==> src/rtl/led_sequencer.sv <==
// led_sequencer: multi-channel status LED controller driven by one shared
// timebase tick. Each channel runs OFF / ON / BLINK / PULSE, configured
// through a single command port.
//
// Command handshake: a command transfers on a rising clk edge where
// cmd_valid && cmd_ready are both high. cmd_ready is combinational. It drops
// only when the addressed channel is running a PULSE and the new command is
// not OFF, so OFF is the only way to abort a pulse train. While cmd_ready is
// low the sender holds cmd_* stable. A command addressed past the last
// channel is accepted and has no effect.
module led_sequencer #(
    parameter int NUM_LEDS = 4,
    parameter int TICK_DIV = 50000,
    parameter int PERIOD_W = 16,
    localparam int SEL_W   = (NUM_LEDS > 1) ? $clog2(NUM_LEDS) : 1
) (
    input  logic                clk,
    input  logic                rst_n,
    input  logic                cmd_valid,
    output logic                cmd_ready,
    input  logic [SEL_W-1:0]    cmd_sel,
    input  logic [1:0]          cmd_mode,
    input  logic [PERIOD_W-1:0] cmd_half,
    input  logic [7:0]          cmd_count,
    output logic [NUM_LEDS-1:0] led,
    output logic [NUM_LEDS-1:0] busy,
    output logic [NUM_LEDS-1:0] done
);

    localparam int CNT_W = (TICK_DIV > 1) ? $clog2(TICK_DIV) : 1;

    typedef enum logic [1:0] {
        MODE_OFF   = 2'd0,
        MODE_ON    = 2'd1,
        MODE_BLINK = 2'd2,
        MODE_PULSE = 2'd3
    } mode_e;

    // Shared prescaler
    logic [CNT_W-1:0] presc_q;
    logic             tick;

    // Per-channel state. mode_q is the per-channel FSM state and can be
    // probed hierarchically alongside the outputs.
    mode_e               mode_q  [NUM_LEDS];
    mode_e               mode_d  [NUM_LEDS];
    logic [PERIOD_W-1:0] half_q  [NUM_LEDS];
    logic [PERIOD_W-1:0] half_d  [NUM_LEDS];
    logic [PERIOD_W-1:0] timer_q [NUM_LEDS];
    logic [PERIOD_W-1:0] timer_d [NUM_LEDS];
    logic [7:0]          rem_q   [NUM_LEDS];
    logic [7:0]          rem_d   [NUM_LEDS];
    logic [NUM_LEDS-1:0] led_q;
    logic [NUM_LEDS-1:0] led_d;
    logic [NUM_LEDS-1:0] busy_q;
    logic [NUM_LEDS-1:0] busy_d;
    logic [NUM_LEDS-1:0] done_q;
    logic [NUM_LEDS-1:0] done_d;

    logic                busy_sel;
    logic [NUM_LEDS-1:0] accept;
    logic [PERIOD_W-1:0] cmd_half_eff;

    // Free-running timebase; commands never restart it.
    always_ff @(posedge clk or negedge rst_n) begin
        if (!rst_n) begin
            presc_q <= '0;
        end else if (tick) begin
            presc_q <= '0;
        end else begin
            presc_q <= presc_q + CNT_W'(1);
        end
    end

    assign tick = (presc_q == CNT_W'(TICK_DIV - 1));

    // Busy flag of the addressed channel; out-of-range selects read as idle.
    always_comb begin
        busy_sel = 1'b0;
        for (int i = 0; i < NUM_LEDS; i++) begin
            if (cmd_sel == SEL_W'(i)) begin
                busy_sel = busy_q[i];
            end
        end
    end

    assign cmd_ready    = !(busy_sel && (cmd_mode != MODE_OFF));
    assign cmd_half_eff = (cmd_half == '0) ? PERIOD_W'(1) : cmd_half;

    // Per-channel accept decode.
    always_comb begin
        accept = '0;
        for (int i = 0; i < NUM_LEDS; i++) begin
            accept[i] = cmd_valid && cmd_ready && (cmd_sel == SEL_W'(i));
        end
    end

    // Per-channel next state: an accepted command takes priority over the
    // tick in the same cycle; ON and OFF never look at the tick.
    always_comb begin
        for (int i = 0; i < NUM_LEDS; i++) begin
            mode_d[i]  = mode_q[i];
            half_d[i]  = half_q[i];
            timer_d[i] = timer_q[i];
            rem_d[i]   = rem_q[i];
            led_d[i]   = led_q[i];
            busy_d[i]  = busy_q[i];
            done_d[i]  = 1'b0;

            if (accept[i]) begin
                case (mode_e'(cmd_mode))
                    MODE_OFF: begin
                        mode_d[i] = MODE_OFF;
                        led_d[i]  = 1'b0;
                        busy_d[i] = 1'b0;
                    end
                    MODE_ON: begin
                        mode_d[i] = MODE_ON;
                        led_d[i]  = 1'b1;
                        busy_d[i] = 1'b0;
                    end
                    MODE_BLINK: begin
                        mode_d[i]  = MODE_BLINK;
                        half_d[i]  = cmd_half_eff;
                        timer_d[i] = '0;
                        led_d[i]   = 1'b1;
                        busy_d[i]  = 1'b0;
                    end
                    default: begin
                        if (cmd_count != 8'd0) begin
                            mode_d[i]  = MODE_PULSE;
                            half_d[i]  = cmd_half_eff;
                            timer_d[i] = '0;
                            rem_d[i]   = cmd_count;
                            led_d[i]   = 1'b1;
                            busy_d[i]  = 1'b1;
                        end else begin
                            // Empty pulse train: complete immediately.
                            mode_d[i] = MODE_OFF;
                            led_d[i]  = 1'b0;
                            busy_d[i] = 1'b0;
                            done_d[i] = 1'b1;
                        end
                    end
                endcase
            end else if (tick && ((mode_q[i] == MODE_BLINK) ||
                                  (mode_q[i] == MODE_PULSE))) begin
                if (timer_q[i] == (half_q[i] - PERIOD_W'(1))) begin
                    timer_d[i] = '0;
                    led_d[i]   = ~led_q[i];
                    // A falling edge closes one pulse; the last one ends
                    // the train with no trailing off-phase.
                    if ((mode_q[i] == MODE_PULSE) && led_q[i]) begin
                        if (rem_q[i] == 8'd1) begin
                            mode_d[i] = MODE_OFF;
                            busy_d[i] = 1'b0;
                            done_d[i] = 1'b1;
                        end else begin
                            rem_d[i] = rem_q[i] - 8'd1;
                        end
                    end
                end else begin
                    timer_d[i] = timer_q[i] + PERIOD_W'(1);
                end
            end
        end
    end

    // Per-channel state registers.
    always_ff @(posedge clk or negedge rst_n) begin
        if (!rst_n) begin
            for (int i = 0; i < NUM_LEDS; i++) begin
                mode_q[i]  <= MODE_OFF;
                half_q[i]  <= PERIOD_W'(1);
                timer_q[i] <= '0;
                rem_q[i]   <= '0;
            end
            led_q  <= '0;
            busy_q <= '0;
            done_q <= '0;
        end else begin
            for (int i = 0; i < NUM_LEDS; i++) begin
                mode_q[i]  <= mode_d[i];
                half_q[i]  <= half_d[i];
                timer_q[i] <= timer_d[i];
                rem_q[i]   <= rem_d[i];
            end
            led_q  <= led_d;
            busy_q <= busy_d;
            done_q <= done_d;
        end
    end

    assign led  = led_q;
    assign busy = busy_q;
    assign done = done_q;

endmodule

==> config.mk <==
export PLATFORM = sky130hd
export DESIGN_NAME = led_sequencer
export DESIGN_NICKNAME = d
export VERILOG_FILES = /design/src/rtl/led_sequencer.sv
export SDC_FILE = /design/constraint.sdc
export NUM_CORES = 1
export LEC_CHECK = 0
export BUFFER_PORTS_ARGS = -buffer_cell sky130_fd_sc_hd__buf_2
export CORE_MARGIN = 1.5
export CORE_UTILIZATION = 50
export CTS_CLUSTER_SIZE = 40
export DETAILED_ROUTE_END_ITERATION = 8
export GPL_TIMING_DRIVEN = 0
export PLACE_DENSITY = 0.66
export SLEW_MARGIN = 5
export SYNTH_ARGS = -nofsm -noshare
export SYNTH_HDL_FRONTEND = slang
export SYNTH_SLANG_ARGS = --single-unit
==> constraint.sdc <==
create_clock -name clk -period 4.41 [get_ports clk]
set_input_delay 0.441 -clock clk [delete_from_list [all_inputs] [get_ports clk]]
set_output_delay 0.441 -clock clk [all_outputs]
set_load 0.05 [all_outputs]
==> metrics.md, run 1 <==
| Metric | Value |
|---|---|
| WS Path Type | `flip-flop to flip-flop` |
| I/O Buffers | `42` |
| Post-Syn Area per Cell | `8.96 um2` |
| Antenna violations before repair | `0` |
| Crit start category | `flip-flop` |
| Reg area | `4910 um2` |
| Util after Layout | `56.4%` |
| Post-synth top area share | `40.0%` |
| Post-CTS Hold Fix Bufs | `0` |
| TritonCTS clock tree | `done` |
| Peak VDD IR | `261 uV` |
| P per Cell Area | `424 nW/um2` |
| Seq/Total Area, Yosys | `40.9%` |
| Synth Area in Compound Gates | `14.6%` |
| Synthesized Nets | `1393` |
| Total track usage | `26.2%` |
| Slew Viols, Final | `0` |
| Max-cap violations | `0` |
| Largest cells by area after synthesis | `dfrtp_1 (40%), xnor2_1 (5.2%), nand2_1 (4.7%)` |
| Pin count of the biggest net entering global routing | `107` |
| CTS root buffer | `clkbuf_16` |
| Drt initial violations | `1058` |
| Synth Area in Adders | `2.19%` |
| Status | `finished, final reports clean` |
| Worst slew pin tran | `1140 ps` |
| Slowest-stage cell, CP | `nor4_2` |
| Leak | `5.68 nW` |
| Post-layout min period | `3770 ps` |
| Total gr overflow | `0` |
| Syn-to-layout area delta | `10.5%` |
| FF-to-FF Start | `half_q[1]$_DFFE_PN0P_` |
| R2R depth | `10` |
| Async set-reset flop share out of synthesis | `100%` |
| CP top delay family | `simple AND/OR/NAND/NOR gates` |
| Area taken by multi-input logic gates | `6740 um2` |
| Remaining antenna violation count | `0` |
| Worst path bufs/invs | `1` |
| Post-synthesis mux area share | `4.53%` |
| Initial Util | `51.0%` |
| RSZ-0062 raised after global routing | `false` |
| Pre-CTS worst setup slack | `737 ps` |
| Die area | `25000 um2` |
| I/O pin count | `44` |
| CTS Buf Count | `17` |
| Max_slew headroom | `23.2%` |
| CP arrival | `4140 ps` |
| Synthesized cell area | `12000 um2` |
| Htree depth | `4` |
| Final setup fails | `0` |
| Clk sink count | `196` |
| DP HPWL | `22500 um` |
| Layout cells sized above 1 | `11.6%` |
| First-pass GRT wire length | `51100 um` |
| Per-cell routed wire length | `18.0 um` |
| Number of synthesized flops with an enable pin | `0` |
| Worst-Skew Late Latency | `450 ps` |
| Die height | `158 um` |
| Largest family of logic cells by synthesized area | `simple AND/OR/NAND/NOR gates` |
| Remaining routing DRC violations | `0` |
| Area leader, netlist | `dfrtp_1` |
| Synth Flop Type | `dfrtp_1` |
| Synthesized flop and latch total | `196` |
| Clk_skew | `18.5 ps` |
| Final Wtd Congestion | `0.888` |
| Final hold vios | `0` |
| Synth Warn # | `0` |
| Final worst setup slack | `638 ps` |
| Nets@finish | `1455` |
| Die Wd | `158 um` |
| Avg Vias per Cell | `5.95` |
| Filler cells | `2130` |
| Period utilization | `85.5%` |
| Postcts setup bufs | `0` |
| Netlist cell types | `83` |
| Worst Path Required | `4780 ps` |
| Drt total wl | `31100 um` |
| Worst R2R Setup Slack | `640 ps` |
| RR Endpoint | `rem_q[0]$_DFFE_PN0P_` |
| Cell count after synthesis | `1341` |
| Max Clock Freq | `0.265 GHz` |
| Clock-pin slew of the registers on the worst-case setup and hold paths | `80 ps` |
| Most numerous cell in the Yosys netlist | `dfrtp_1` |
| Antenna diodes | `0` |
| CP Capture Type | `flip-flop` |
| Vias | `10300` |
| Worst hold-check path type | `input pin to asynchronous set/reset pin` |
| Cts repair resizes | `0` |
| Crit-path max FO | `7` |
| Worst path cell trace | `inv_1 -> ha_1 -> or4b_2 -> nor2_1 -> nand3_1 -> a22oi_1 -> nand3_1 -> nor4_2 -> nor2_1 -> a21oi_1` |
| Most common library cells after synthesis | `dfrtp_1 (192), nand2_1 (149), nor2_1 (125), xnor2_1 (71), o21ai_0 (70)` |
| CTS max path bufs | `2` |
| Post-synthesis simple-gate area fraction | `26.1%` |
| Number of global-route vias before repair | `9754` |
| Post-synthesis xor/xnor area fraction | `8.75%` |
| Rows | `56` |
| Crit-path max cell delay | `970 ps` |
| Router iterations before antenna repair | `6` |
| Core area | `23500 um2` |
## cell usage in the layout (no fill, tap or decap), types with 17 or more instances in the layout
| master | synthesis | routed |
|---|---|---|
| xor2_1 | 49 | 49 |
| nor3_1 | 42 | 42 |
| xnor2_1 | 71 | 71 |
| mux2_2 | 41 | 41 |
| ha_1 | 21 | 21 |
| inv_1 | 43 | 43 |
| clkbuf_16 | 0 | 17 |
| nor4_1 | 20 | 20 |
| nand3_1 | 62 | 62 |
| or3_1 | 17 | 17 |
| o21ai_0 | 70 | 70 |
| nand2_1 | 149 | 149 |
| dfrtp_1 | 192 | 192 |
| nand4_1 | 25 | 25 |
| clkbuf_1 | 35 | 36 |
| and3_1 | 38 | 38 |
| a21oi_1 | 56 | 56 |
| nor2_1 | 125 | 125 |
| nor2b_1 | 21 | 21 |
| nand2b_1 | 20 | 20 |
| a22o_1 | 20 | 20 |
| buf_2 | 7 | 48 |
## worst register-to-register path, stage by stage (launching register included)
cell	delay, ps
dfrtp_1	400
inv_1	80
ha_1	230
or4b_2	690
nor2_1	240
nand3_1	110
a22oi_1	310
nand3_1	140
nor4_2	970
nor2_1	280
a21oi_1	250
## metal layers
metal | wire length, um | track usage, %
met4 | 434 | 6.28
met2 | 14400 | 42.2
met3 | 1500 | 4.05
met1 | 14800 | 37.1
met5 | 0 | 0
## worst max path at each step
stage	start	cells after the start	slack, ps	end
6_report	half_q[1]$_DFFE_PN0P_	10	640	rem_q[0]$_DFFE_PN0P_
5_1_grt	half_q[1]$_DFFE_PN0P_	10	420	rem_q[4]$_DFFE_PN0P_
4_1_cts	half_q[1]$_DFFE_PN0P_	11	720	timer_q[12]$_DFFE_PN0P_
3_5_place_dp	half_q[48]$_DFFE_PN1P_	12	740	rem_q[25]$_DFFE_PN0P_
3_3_place_gp	rst_n	1	-530	timer_q[28]$_DFFE_PN0P_
2_1_floorplan	half_q[48]$_DFFE_PN1P_	11	1350	timer_q[53]$_DFFE_PN0P_
## power by group
part	switching, mW	leakage, nW	internal [mW]
Sequential	0.381	2.46	2.09
Combinational	0.843	2.91	0.629
Clock	0.741	0.302	0.938
Total	1.97	5.68	3.66
## flip-flops by register name (all words and copies together) (netlist names)
register  cells
busy          4
done          4
half_q       64
led           4
mode_q        8
presc_q      16
rem_q        32
timer_q      64
## stage by stage
step	total power [mW]	instances	hold WS [ps]	area, um2	setup TNS [ps]
2_1_floorplan	3.53	1341	145	12000	0
3_3_place_gp	3.90	1702	445	12600	-98130
3_5_place_dp	3.96	1703	445	12700	0
4_1_cts	5.65	1734	91.3	13300	0
5_1_grt	5.97	1734	127	13300	0
6_report	5.63	1734	49.3	13300	0
## final cells by class
cell class / count / share of cell area [%]
inverter: 43 / 1.21
buffer: 49 / 1.56
clock inverter: 11 / 1.23
clock buffer: 20 / 3.44
sequential: 196 / 37.0
multi-input combinational: 1053 / 50.7
timing repair buffer: 43 / 1.86
tap: 319 / 3.00
## kinds of logic after synthesis
| group | Yosys count |
|---|---|
| AND/OR/NAND/NOR | 601 |
| AO/OA/AOI/OAI | 263 |
| multiplexers | 48 |
| flip-flops | 196 |
| XOR/XNOR | 120 |
| buffers and inverters | 92 |
| adder cells (fa/ha/maj) | 21 |
No activity file was read; power rests on OpenSTA's default activity.
==> run 2: changes to the inputs <==
--- a/config.mk
+++ b/config.mk
@@ -5,13 +5,13 @@
 export SDC_FILE = /design/constraint.sdc
 export NUM_CORES = 1
 export LEC_CHECK = 0
+export ABC_AREA = 1
 export BUFFER_PORTS_ARGS = -buffer_cell sky130_fd_sc_hd__buf_2
 export CORE_MARGIN = 1.5
-export CORE_UTILIZATION = 50
+export CORE_UTILIZATION = 35
 export CTS_CLUSTER_SIZE = 40
 export DETAILED_ROUTE_END_ITERATION = 8
-export GPL_TIMING_DRIVEN = 0
-export PLACE_DENSITY = 0.66
+export PLACE_DENSITY = 0.49
 export SLEW_MARGIN = 5
 export SYNTH_ARGS = -nofsm -noshare
 export SYNTH_HDL_FRONTEND = slang
==> run 2 against run 1 <==
  * Synthesized cell count up 43%
  * Clock-buffer cell count shrank 1
  * Global-route usage down 6.3 points
  * Non-clock buffer count is 37 lower
  * Via count rose by 16%
  * Register-to-register slack improved by 1100 ps
  * Die area rose by 56%
  * Sequential share of layout area is 3.1 points lower
  * Critical path depth is 6 higher
  * Hold slack improved by 1.8 ps
==> metrics.md, run 2 <==
| Metric | Value |
|---|---|
| Remaining routing DRC violations | `0` |
| Number of synthesized flops with an enable pin | `0` |
| Max-cap violations | `0` |
| Setup TNS | `0 ps` |
| Post-Syn Area per Cell | `6.86 um2` |
| Initial Util | `35.8%` |
| CTS root buffer | `clkbuf_16` |
| Crit-path max FO | `14` |
| Crit start category | `flip-flop` |
| Postcts setup bufs | `0` |
| Synthesized cell area | `13200 um2` |
| I/O pin count | `44` |
| Most frequent cells in the layout | `nand2_1 (601), inv_1 (227), nor2_1 (201)` |
| Final Wtd Congestion | `0.855` |
| Period utilization | `60.5%` |
| Most frequent CP cell | `nand2_1` |
| Seq/Total Area, Yosys | `37.2%` |
| Async set-reset flop share out of synthesis | `100%` |
| Synth Warn # | `0` |
| Netlist cell types | `48` |
| Drt initial violations | `659` |
| Synth Flop Type | `dfrtp_1` |
| Most numerous cell in the Yosys netlist | `nand2_1` |
| Per-cell routed wire length | `15.0 um` |
| Remaining antenna violation count | `0` |
| P per Cell Area | `439 nW/um2` |
| CTS Buf Count | `17` |
| Largest cells by area after synthesis | `dfrtp_1 (36%), nand2_1 (17%), inv_1 (6.5%)` |
| I/O Buffers | `43` |
| Syn-to-layout area delta | `9.85%` |
| Crit-path max cell delay | `570 ps` |
| Leak | `7.42 nW` |
| Most common cell after layout, fill and taps aside | `nand2_1` |
| Die area | `38900 um2` |
| Met3 WL | `1370 um` |
| Avg Vias per Cell | `4.85` |
| Synthesized flop and latch total | `196` |
| Pin count of the biggest net entering global routing | `91` |
| CP arrival | `3000 ps` |
| Router iterations before antenna repair | `5` |
| Final hold vios | `0` |
| Worst Path Required | `4750 ps` |
| Status | `finished, final reports clean` |
| Clock network power share | `25.6%` |
| Die height | `197 um` |
| Placed Area | `13900 um2` |
| Total track usage | `19.9%` |
| Antenna violations before repair | `0` |
| Switch Pwr | `2.58 mW` |
| Die Wd | `197 um` |
| Logic pwr share | `33.9%` |
| R2R depth | `16` |
| Clk sink count | `196` |
| Rows | `70` |
| Internal | `3.78 mW` |
| Htree depth | `4` |
| CP Capture Type | `flip-flop` |
| Most common library cells after synthesis | `nand2_1 (601), inv_1 (227), nor2_1 (201), dfrtp_1 (192), nand3_1 (159)` |
| Top sig layer | `met4` |
| Clock-pin slew of the registers on the worst-case setup and hold paths | `80 ps` |
| Clk_skew | `15.1 ps` |
| Final setup fails | `0` |
| Fraction of power spent switching nets | `40.6%` |
| M1 wire length | `18600 um` |
| Largest registers | `half_q (64), timer_q (64), rem_q (32)` |
| Reg power frac | `40.6%` |
| Post-CTS Hold Fix Bufs | `0` |
| TritonCTS clock tree | `done` |
| WS Path Type | `flip-flop to flip-flop` |
| Peak VDD IR | `317 uV` |
| Post-layout min period | `2670 ps` |
| Worst slew pin tran | `1070 ps` |
| Nets@finish | `2005` |
| Synthesized Nets | `1976` |
| Max_slew headroom | `27.9%` |
| Layout cells sized above 1 | `7.17%` |
| Antenna diodes | `0` |
| Drt total wl | `37100 um` |
| Number of global-route vias before repair | `11500` |
| Worst-Skew Late Latency | `470 ps` |
| First-pass GRT wire length | `61000 um` |
| Total gr overflow | `0` |
| Cts repair resizes | `0` |
| DP HPWL | `28300 um` |
| Post-synth top area share | `36.4%` |
| Slowest-stage cell, CP | `dfstp_2` |
| Area leader, netlist | `dfrtp_1` |
| Slew Viols, Final | `0` |
| Worst R2R Setup Slack | `1740 ps` |
| Core area | `36900 um2` |
| Max Clock Freq | `0.375 GHz` |
| Vias | `12000` |
| Met2 WL | `16600 um` |
| Worst hold-check path type | `input pin to asynchronous set/reset pin` |
| Design area | `14500 um2` |
| RSZ-0062 raised after global routing | `false` |
| Worst path cell trace | `inv_1 -> ha_1 -> nand3_1 -> inv_1 -> nand2_1 -> nand2_1 -> nand2_1 -> nand2_1 -> nor2_1 -> nand2_1 -> nor2_1 -> nand2_1 -> nand2_2 -> nand2_1 -> nand2_1 -> nand2_1` |
| CTS max path bufs | `2` |
| Cell count after synthesis | `1924` |
## run 2: cell types whose count changed in the layout (fill, tap and decap cells not counted), sizes merged, moves of 35 or more
cell	change
inv	+189
nand2	+470
and3	-37
mux2	-41
clkbuf	-35
o21ai	+67
nand3	+100
nor2	+88
## run 2: path summary, 6_finish.rpt
path / start / endpoint
setup / recovery: half_q[0]$_DFFE_PN1P_ / busy[3]$_DFFE_PN0P_
hold / removal: rst_n / presc_q[12]$_DFF_PN0_
setup reg to reg: half_q[0]$_DFFE_PN1P_ / busy[3]$_DFFE_PN0P_
hold reg to reg: presc_q[0]$_DFF_PN0_ / presc_q[0]$_DFF_PN0_
max in group asynchronous: rst_n / half_q[48]$_DFFE_PN1P_
min in group clk: cmd_count[4] / rem_q[4]$_DFFE_PN0P_
## run 2: logic make-up (layout without fill, tap and decap cells)
group	count (synthesis)	in the layout	share of synthesized area, %
xor gates and xnor gates	115	115	7.74
DFF	196	196	37.2
AOI/OAI and AO/OA	209	209	8.47
and+or+nand+nor	1107	1107	36.2
adders and majority gates	21	21	1.99
buffers and inverters	276	318	8.36
## run 2: area by class of cell
class | instances | area [um2]
clock buffer | 19 | 453
clock inverter | 13 | 136
fill | 3931 | 22400
inverter | 231 | 870
multi-input combinational | 1452 | 7190
sequential | 196 | 4910
tap | 504 | 631
timing repair buffer | 55 | 314
## run 2: metrics by stage
| step | total power, mW | hold WS, ps | setup slack (ps) | std cells | utilization (%) |
|---|---|---|---|---|---|
| after floorplan | 4.20 | 145 | 1900 | 1924 | - |
| after global placement | 4.75 | 452 | 1480 | 2438 | 37.7 |
| after detailed placement | 4.77 | 453 | 1390 | 2438 | 37.7 |
| after CTS | 6.42 | 67.1 | 1720 | 2470 | 39.3 |
| after global routing | 6.89 | 103 | 1370 | 2470 | 39.3 |
| final | 6.36 | 51.2 | 1740 | 2470 | 39.3 |
## run 2: critical path, delay by kind of cell, from the launching register on
family	cells	cell delay [ps]
adder cells (fa/ha/maj)	1	240
buffers and inverters	2	210
flip-flops	1	570
AND/OR/NAND/NOR	13	1520
## run 2: power by group through the flow
stage / logic, mW / registers [mW] / clock network [mW]
finish: 2.16 / 2.58 / 1.63
global route: 2.51 / 2.64 / 1.74
CTS: 2.17 / 2.58 / 1.67
detailed placement: 2.16 / 2.61 / 0
global placement: 2.14 / 2.62 / 0
floorplan: 1.68 / 2.52 / 0
## run 2: per-layer routing
metal | vias to the layer above | track usage, %
met4 | 0 | 4.75
met5 | - | 0
met3 | 32 | 3.43
li1 | 6206 | -
met2 | 189 | 31.7
met1 | 5553 | 28.0
